### src/rtl/uart_pkg.sv
// Shared UART definitions used by the receive stage, the transmit stage and
// the receive FIFO.
package uart_pkg;

  // Width of one UART character.
  localparam int UART_DATA_WIDTH = 8;

  // Default baud divider.
  localparam int UART_CYCLES_PER_BIT = 217;

  // Default depth of the receive buffer.
  localparam int UART_RX_FIFO_DEPTH = 16;

endpackage

### src/rtl/uart_rx_fifo_if.sv
// Byte stream interface around the UART receive FIFO.
// The receive stage writes through the single-cycle strobe pair.
// The consumer drains the FWFT valid/data stream with i_ready.
// The master modport is the producer/consumer side; the slave modport is the FIFO.
interface uart_rx_fifo_if #(
  parameter int DATA_WIDTH = 8
) ();

  logic                  i_rx_valid;
  logic [DATA_WIDTH-1:0] i_rx_byte;
  logic                  o_valid;
  logic [DATA_WIDTH-1:0] o_data;
  logic                  i_ready;

  modport master (
    output i_rx_valid,
    output i_rx_byte,
    output i_ready,
    input  o_valid,
    input  o_data
  );

  modport slave (
    input  i_rx_valid,
    input  i_rx_byte,
    input  i_ready,
    output o_valid,
    output o_data
  );

endinterface

### src/rtl/fifo_mem_dp.sv
// Dual-port register array for the receive FIFO.
// Writes happen on the rising clock edge. Reads are asynchronous, so the
// head entry can be presented first-word-fall-through.
// The array is not reset.
module fifo_mem_dp #(
  parameter int DEPTH      = 16,
  parameter int DATA_WIDTH = 8,
  parameter int ADDR_WIDTH = $clog2(DEPTH)
) (
  input  logic                  i_clk,
  input  logic                  i_we,
  input  logic [ADDR_WIDTH-1:0] i_waddr,
  input  logic [DATA_WIDTH-1:0] i_wdata,
  input  logic [ADDR_WIDTH-1:0] i_raddr,
  output logic [DATA_WIDTH-1:0] o_rdata
);

  logic [DATA_WIDTH-1:0] mem_q [DEPTH];

  // Store one incoming byte per enabled edge; contents survive reset.
  always_ff @(posedge i_clk) begin
    if (i_we) begin
      mem_q[i_waddr] <= i_wdata;
    end
  end

  assign o_rdata = mem_q[i_raddr];

endmodule

### src/rtl/uart_rx_fifo.sv
// Receive-side byte FIFO.
// It sits between the UART receiver and a slower consumer.
// Configuration macro: UART_RX_FIFO_OVERWRITE_EN.
//   When defined, a byte arriving at a full FIFO replaces the oldest entry.
//   When undefined, that byte is dropped.
//   In both cases the sticky overflow flag is set.
module uart_rx_fifo
  import uart_pkg::*;
#(
  parameter int DEPTH      = UART_RX_FIFO_DEPTH,
  parameter int DATA_WIDTH = UART_DATA_WIDTH
) (
  input  logic                     i_clk,
  input  logic                     i_rst_n,
  uart_rx_fifo_if.slave            bus,
  output logic [$clog2(DEPTH):0]   o_count,
  output logic                     o_full,
  output logic                     o_empty,
  output logic                     o_overflow,
  input  logic                     i_clear_overflow
);

  localparam int AW = $clog2(DEPTH);
  localparam int PW = AW + 1;

  logic [PW-1:0]         wrPtr_q, wrPtr_d;
  logic [PW-1:0]         rdPtr_q, rdPtr_d;
  logic                  overflow_q, overflow_d;
  logic                  fullNow;
  logic                  emptyNow;
  logic                  pop;
  logic                  push;
  logic                  overflowEvent;
  logic                  memWe;
  logic [DATA_WIDTH-1:0] rdData;

  // The extra pointer MSB is a wrap bit, which tells a full FIFO from an empty one.
  assign emptyNow = (wrPtr_q == rdPtr_q);
  assign fullNow  = (wrPtr_q[AW-1:0] == rdPtr_q[AW-1:0]) &&
                    (wrPtr_q[AW] != rdPtr_q[AW]);

  assign pop           = !emptyNow && bus.i_ready;
  assign push          = bus.i_rx_valid && (!fullNow || pop);
  assign overflowEvent = bus.i_rx_valid && fullNow && !pop;

  // Compute the next pointer and overflow state from the push/pop/overflow events.
  always_comb begin
    wrPtr_d    = wrPtr_q;
    rdPtr_d    = rdPtr_q;
    overflow_d = overflow_q;
    memWe      = push;
    if (pop) begin
      rdPtr_d = rdPtr_q + 1'b1;
    end
    if (push) begin
      wrPtr_d = wrPtr_q + 1'b1;
    end
`ifdef UART_RX_FIFO_OVERWRITE_EN
    if (overflowEvent) begin
      memWe   = 1'b1;
      wrPtr_d = wrPtr_q + 1'b1;
      rdPtr_d = rdPtr_q + 1'b1;
    end
`endif
    if (i_clear_overflow) begin
      overflow_d = 1'b0;
    end
    if (overflowEvent) begin
      overflow_d = 1'b1;
    end
  end

  // Register the pointers and the sticky flag; reset overrides any traffic.
  always_ff @(posedge i_clk) begin
    if (!i_rst_n) begin
      wrPtr_q    <= '0;
      rdPtr_q    <= '0;
      overflow_q <= 1'b0;
    end else begin
      wrPtr_q    <= wrPtr_d;
      rdPtr_q    <= rdPtr_d;
      overflow_q <= overflow_d;
    end
  end

  fifo_mem_dp #(
    .DEPTH      (DEPTH),
    .DATA_WIDTH (DATA_WIDTH),
    .ADDR_WIDTH (AW)
  ) u_mem (
    .i_clk   (i_clk),
    .i_we    (memWe),
    .i_waddr (wrPtr_q[AW-1:0]),
    .i_wdata (bus.i_rx_byte),
    .i_raddr (rdPtr_q[AW-1:0]),
    .o_rdata (rdData)
  );

  assign bus.o_valid = !emptyNow;
  assign bus.o_data  = rdData;
  assign o_count     = wrPtr_q - rdPtr_q;
  assign o_full      = fullNow;
  assign o_empty     = emptyNow;
  assign o_overflow  = overflow_q;

endmodule

### src/flat_wrapper.sv
// flat-port wrapper written by rule: the top's interface ports become plain ports
module uart_rx_fifo_flat import uart_pkg::*;
#(
  parameter int DEPTH      = UART_RX_FIFO_DEPTH,
  parameter int DATA_WIDTH = UART_DATA_WIDTH
)
  (i_clk, i_rst_n, o_count, o_full, o_empty, o_overflow, i_clear_overflow, bus_i_rx_valid, bus_i_rx_byte, bus_i_ready, bus_o_valid, bus_o_data);
  uart_rx_fifo_if #(.DATA_WIDTH(DATA_WIDTH)) bus_i ();
  input  logic i_clk;
  input  logic i_rst_n;
  output logic [$clog2(DEPTH):0] o_count;
  output logic o_full;
  output logic o_empty;
  output logic o_overflow;
  input  logic i_clear_overflow;
  input wire logic [$bits(bus_i.i_rx_valid)-1:0] bus_i_rx_valid;
  input wire logic [$bits(bus_i.i_rx_byte)-1:0] bus_i_rx_byte;
  input wire logic [$bits(bus_i.i_ready)-1:0] bus_i_ready;
  output wire logic [$bits(bus_i.o_valid)-1:0] bus_o_valid;
  output wire logic [$bits(bus_i.o_data)-1:0] bus_o_data;
  assign bus_i.i_rx_valid = bus_i_rx_valid;
  assign bus_i.i_rx_byte = bus_i_rx_byte;
  assign bus_i.i_ready = bus_i_ready;
  assign bus_o_valid = bus_i.o_valid;
  assign bus_o_data = bus_i.o_data;
  uart_rx_fifo #(.DEPTH(DEPTH), .DATA_WIDTH(DATA_WIDTH)) u_core (.i_clk(i_clk), .i_rst_n(i_rst_n), .bus(bus_i), .o_count(o_count), .o_full(o_full), .o_empty(o_empty), .o_overflow(o_overflow), .i_clear_overflow(i_clear_overflow));
endmodule
### config.mk
export PLATFORM = sky130hd
export DESIGN_NAME = uart_rx_fifo_flat
export DESIGN_NICKNAME = d
export VERILOG_FILES = /design/src/rtl/uart_pkg.sv /design/src/rtl/uart_rx_fifo_if.sv /design/src/rtl/fifo_mem_dp.sv /design/src/rtl/uart_rx_fifo.sv /design/src/flat_wrapper.sv
export SDC_FILE = /design/constraint.sdc
export NUM_CORES = 1
export LEC_CHECK = 0
export CORE_ASPECT_RATIO = 1.1
export CORE_UTILIZATION = 53
export CTS_CLUSTER_DIAMETER = 30
export CTS_CLUSTER_SIZE = 30
export DETAILED_ROUTE_END_ITERATION = 8
export GPL_TIMING_DRIVEN = 0
export PLACE_DENSITY = 0.75
export SLEW_MARGIN = 20
export SYNTH_ARGS = -nofsm -noshare
export SYNTH_HDL_FRONTEND = slang
export SYNTH_HIERARCHICAL = 1
export SYNTH_SLANG_ARGS = --single-unit
### constraint.sdc
create_clock -name i_clk -period 2.65 [get_ports i_clk]
set_clock_uncertainty 0.05 [all_clocks]
set_input_delay 0.3975 -clock i_clk [delete_from_list [all_inputs] [get_ports i_clk]]
set_output_delay 0.3975 -clock i_clk [all_outputs]
set_load 0.05 [all_outputs]
# Word level (Yosys, flattened, before mapping)
# Memory sizes are Yosys's and may differ from the RTL's. A register that Yosys moved wholly into a read port is not among the register bits.
# Cells that the tools add are included.
# word_totals
elab_cells	26
mem_bits_rw	128
out_inout_bits	17
ff_bits	11
mem_count	1
# mem_list
name	words	width	rd	rd_ports_with_merged_regs	write_ports	line	source
u_core.u_mem.mem_q	16	8	1	1	1	fifo_mem_dp.sv:18	logic [DATA_WIDTH-1:0] mem_q [DEPTH];
# op_classes
addsub	3
n_mux	6
n_reduce_logical	10
eq_ne	3
# op_table
op	n
5-bit by 1-bit adder with 5-bit output (second input constant)	2
4-bit 2-to-1 mux	2
5-bit == test	1
1-bit logical AND	5
5-bit subtractor	1
4-bit == test	1
1-bit 2-to-1 mux	4
1-bit zero test	3
2-bit nonzero test	1
1-bit logical OR	1
1-bit != test	1

# Logic depth before layout (Yosys ltp)
# depth
ltp_word	7
ltp_mapped	7

# By module
# Netlist, hierarchy kept.
# by_module_without_submodules
mod	seq_area_each_um2	cells_each	instances	area_per_inst_um2
fifo_mem_dp	3843.7	221	1	4987.3
uart_rx_fifo	220.2	76	1	690.7

# Worst setup path after synthesis
# No wires, ideal clock.
# synth_path
path_kind	reg-to-reg
startpoint	register u_core.wrPtr_q[0]
endpoint	memory u_core.u_mem.mem_q[0][0], enable pin
path_buffers	0
path_stages_with_launch	8
setup_ns	0.383
synth_period_minus_slack_ns	2.769
t_required_ns	2.217
arrival_ns	2.336
path_slack_ns	-0.119
cell_sequence	dfxtp_1 inv_1 ha_1 nand4_4 o31ai_4 inv_1 or3b_2 nor3_1
# synth_between
elab_chain_len	7
# synth_lines
element	line	source
start, declared	uart_rx_fifo.sv:26	logic [PW-1:0] wrPtr_q, wrPtr_d;
start signal, assigned	uart_rx_fifo.sv:80	wrPtr_q <= wrPtr_d;
5-bit == test or 4-bit == test (tied branches)	uart_rx_fifo.sv:38, uart_rx_fifo.sv:39	
1-bit zero test or 1-bit logical AND (tied branches)	uart_rx_fifo.sv:42, uart_rx_fifo.sv:39	
1-bit logical AND or 1-bit zero test (tied branches)	uart_rx_fifo.sv:42, uart_rx_fifo.sv:43	
1-bit logical OR *	uart_rx_fifo.sv:43	assign push = bus.i_rx_valid && (!fullNow || pop);
1-bit logical AND *	uart_rx_fifo.sv:43	
via u_core.memWe	uart_rx_fifo.sv:34	logic memWe;
1-bit 2-to-1 mux *	fifo_mem_dp.sv:22	if (i_we) begin
1-bit 2-to-1 mux (implied by the code) *	fifo_mem_dp.sv:23	mem_q[i_waddr] <= i_wdata;
end, declared	fifo_mem_dp.sv:18	
# The timed path passes the listed nets; every way through them passes the cells marked *.

==> summary.md <==
| Metric | Value |
|---|---|
| M1 WL | `4.30 mm` |
| Hold_buf cts | `0` |
| Mapped cell area | `5680 µm²` |
| Worst VDD drop | `about 520 µV` |
| Area of the multi-input gates | `~1600 µm²` |
| Most instantiated cells after synthesis | `128 x edfxtp_1, 21 x nor2_1, 18 x mux4_2, 16 x a22oi_1, 14 x mux4_1` |
| Adder-cell share of the synthesized area | `between 1.5 and 2%` |
| Vias in the first global route | `3033` |
| Simple-gate share of the synthesized area | `5.00%` |
| Maxcap violations | `0` |
| Mapped Nets | `317` |
| Post-route insts no fill | `510` |
| Max Used Layer | `met4` |
| EDFF count, synth | `128` |
| Most common cell in the netlist | `edfxtp_1` |
| HP Class | `register to register` |
| DRT antenna net count | `0` |
| Post-synth top area share | `67.7%` |
| Relative slew slack | `between 40% and 50%` |
| Total core area | `~10000 µm²` |
| Crit end category | `output port` |
| Final wirelength | `roughly 11 mm` |
| Largest net degree at the start of global routing | `17` |
| Clock Path Buffers | `2` |
| CP max FO | `7` |
| Outcome | `finished clean` |
| Crit path kind | `register to output port` |
| Synth Area in XOR/XNOR | `under 10%` |
| Initial Utilization | `between 50% and 60%` |
| FFs w/ async S/R, synth | `0%` |
| Leakage | `0.00225 µW` |
| Sequential share of the synthesized area | `between 70 and 80%` |
| Routed length on met3 | `834 µm` |
| GP Congestion | `0.791` |
| Share of cells above drive strength 1 | `34.3%` |
| TritonCTS clock tree | `done` |
| Fill cells | `~690` |
| First-pass iteration count of the detailed router | `5` |
| Initial antenna violation count | `0` |
| Synth Register Bits | `139` |
| DP Cell Count | `469` |
| Hold Path Depth | `2` |
| Power density over the cells | `about 840 nW/µm²` |
| Worst R2R Path Depth | `6` |
| Avg Inst Size Synth | `19.1 µm²` |
| Sequential Area | `~4100 µm²` |
| Initial DRC count | `~270` |
| Critical Path RT | `2.20 ns` |
| Count of input and output buffers | `29` |
| Worst-skew pair later-pin latency | `0.41 ns` |
| Slew Viols, Final | `0` |
| Die H | `111 µm` |
| Drt wl/cell | `22.3 µm` |
| HPWL Detailed | `slightly below 7 mm` |
| Row cnt | `39` |
| DR vias/cell | `5.82` |
| Tcrit/Tclk final | `a little over nine tenths` |
| Gr ovfl total | `0` |
| Unrepaired setup endpoints after global routing | `true` |
| Hold_ws | `0.498 ns` |
| Fin crit period | `around 2.6 ns` |
| DR vias | `2969` |
| Max Clock Freq | `382 MHz` |
| Residual DRC | `0` |
| Met2 routed WL | `5.83 mm` |
| Ports | `30` |
| Die width | `101 µm` |
| Multiplexer share of the synthesized area | `approximately 14%` |
| Worst Path Arrival | `between 2 and 2.5 ns` |
| Synth area leader | `edfxtp_1` |
| Tightest Pin Transition | `0.791 ns` |
| Num CTS Buffers | `17` |
| Htree depth | `4` |
| Synth Area in Compound Gates | `4.16%` |
| Critical path launch point type | `register` |
| Global-route wire length before repair | `~17 mm` |
| Sink Count | `139` |
| Clock slew at reported path FFs | `approximately 0.060 ns` |
| Synthesis Warnings | `6` |
| GRT Overall Usage | `21.7%` |
| Primary FF master, synth | `edfxtp_1` |
| Die area | `around 11000 µm²` |
| Ant diodes | `0` |
| Combinational family with the most area after synthesis | `multiplexers` |
| # setup viols final | `0` |
| Ranking of synthesized cells by area | `edfxtp_1 68%, mux4_2 7.1%, mux4_1 6.5%` |
| Cells after Synth | `297` |
| Unique masters post-synth | `38` |
| Fin nets | `approximately 370` |
| Layout area overhead | `21.9%` |
| Clock root buffer | `clkbuf_16` |
| Final hold violations | `0` |
[final timing paths]
| check | start | end | slack [ns] |
|---|---|---|---|
| worst max register to register | u_core/wrPtr_q[1] | u_core/u_mem/mem_q[14][6] | 0.05 |
| worst min-delay path | u_core/rdPtr_q[3] | u_core/rdPtr_q[3] | 0.50 |
| worst min register to register | u_core/rdPtr_q[3] | u_core/rdPtr_q[3] | 0.50 |
| worst max-delay path | u_core/rdPtr_q[0] | bus_o_data[1] | 0.03 |
[per-stage QoR]
stage                     total power [µW]  TNS, ns  setup slack [ns]  instance area [µm²]  utilization (%)
final                                 5810        0            0.0335                 6920             66.6
after global routing                  6010    -2.35            -0.115                 6920             66.6
after CTS                             5740    -1.29           -0.0724                 6770             65.1
after detailed placement              3600   -31.45            -0.470                 6170             59.3
after global placement                3580   -26.15            -0.435                 6150             59.2
after floorplan                       3260        0            0.0888                 5680                -
[power breakdown]
part           switching [µW]  internal (µW)
clock                     897           1210
sequential               30.0           2430
combinational             698            546
total                    1620           4190
[worst max-delay path, stage by stage (launching register included)]
cell,delay (ns)
dfxtp_4,0.38
buf_12,0.15
buf_12,0.13
mux4_2,0.55
a22oi_2,0.26
nand2_1,0.11
buf_6,0.16
[what timing repair did]
item	4_1_cts	5_1_grt
setup endpoints to repair	144	144
setup buffers	2	5
pin swaps	3	2
gates resized for setup	104	25
endpoints found under the hold margin	0	0
cloned	0	2
[cell usage in the layout (no fill, tap or decap), types with 4 or more instances in the layout]
master and count:
clkdlybuf4s50_1 14, nor2_1 11, o21ai_0 4, a22oi_2 8, a22oi_1 8, ha_1 6, buf_2 5, dfxtp_2 4
buf_4 13, clkbuf_16 19, clkinv_4 4, dfxtp_1 5, a21oi_1 5, xor2_1 5, inv_1 8, mux4_1 5
nor2_2 7, xnor2_1 4, inv_6 4, nand2_1 10, nand3_1 5, inv_4 6, mux4_2 27, buf_12 5
edfxtp_1 128
[routing by layer]
metal / vias to the layer above / global-route usage, %
met1: 1492 / 27.2
met2: 120 / 35.0
met5: - / 0
met4: 0 / 8.60
met3: 29 / 6.84
li1: 1328 / -
[cell families after synthesis]
family	count (synthesis)
AOI/OAI and AO/OA	33
xor gates and xnor gates	10
and+or+nand+nor	56
muxes	33
adders and majority gates	7
buffers and inverters	19
DFF	139
[area by class of cell]
class	count	area share (%)
Inverter	9	0.488
Clock buffer	17	6.15
Multi-Input combinational cell	139	22.9
Sequential cell	139	58.9
Clock inverter	15	1.63
Tap cell	143	2.58
Timing Repair Buffer	38	5.51
Buffer	10	1.81
[sequential cells by signal (all words and copies together) (netlist names)]
name / cells
u_core/u_mem/mem_q: 128
u_core/rdPtr_q: 5
u_core/wrPtr_q: 5
u_core/o_overflow: 1
Note: power is estimated with default switching activity, not from simulation.
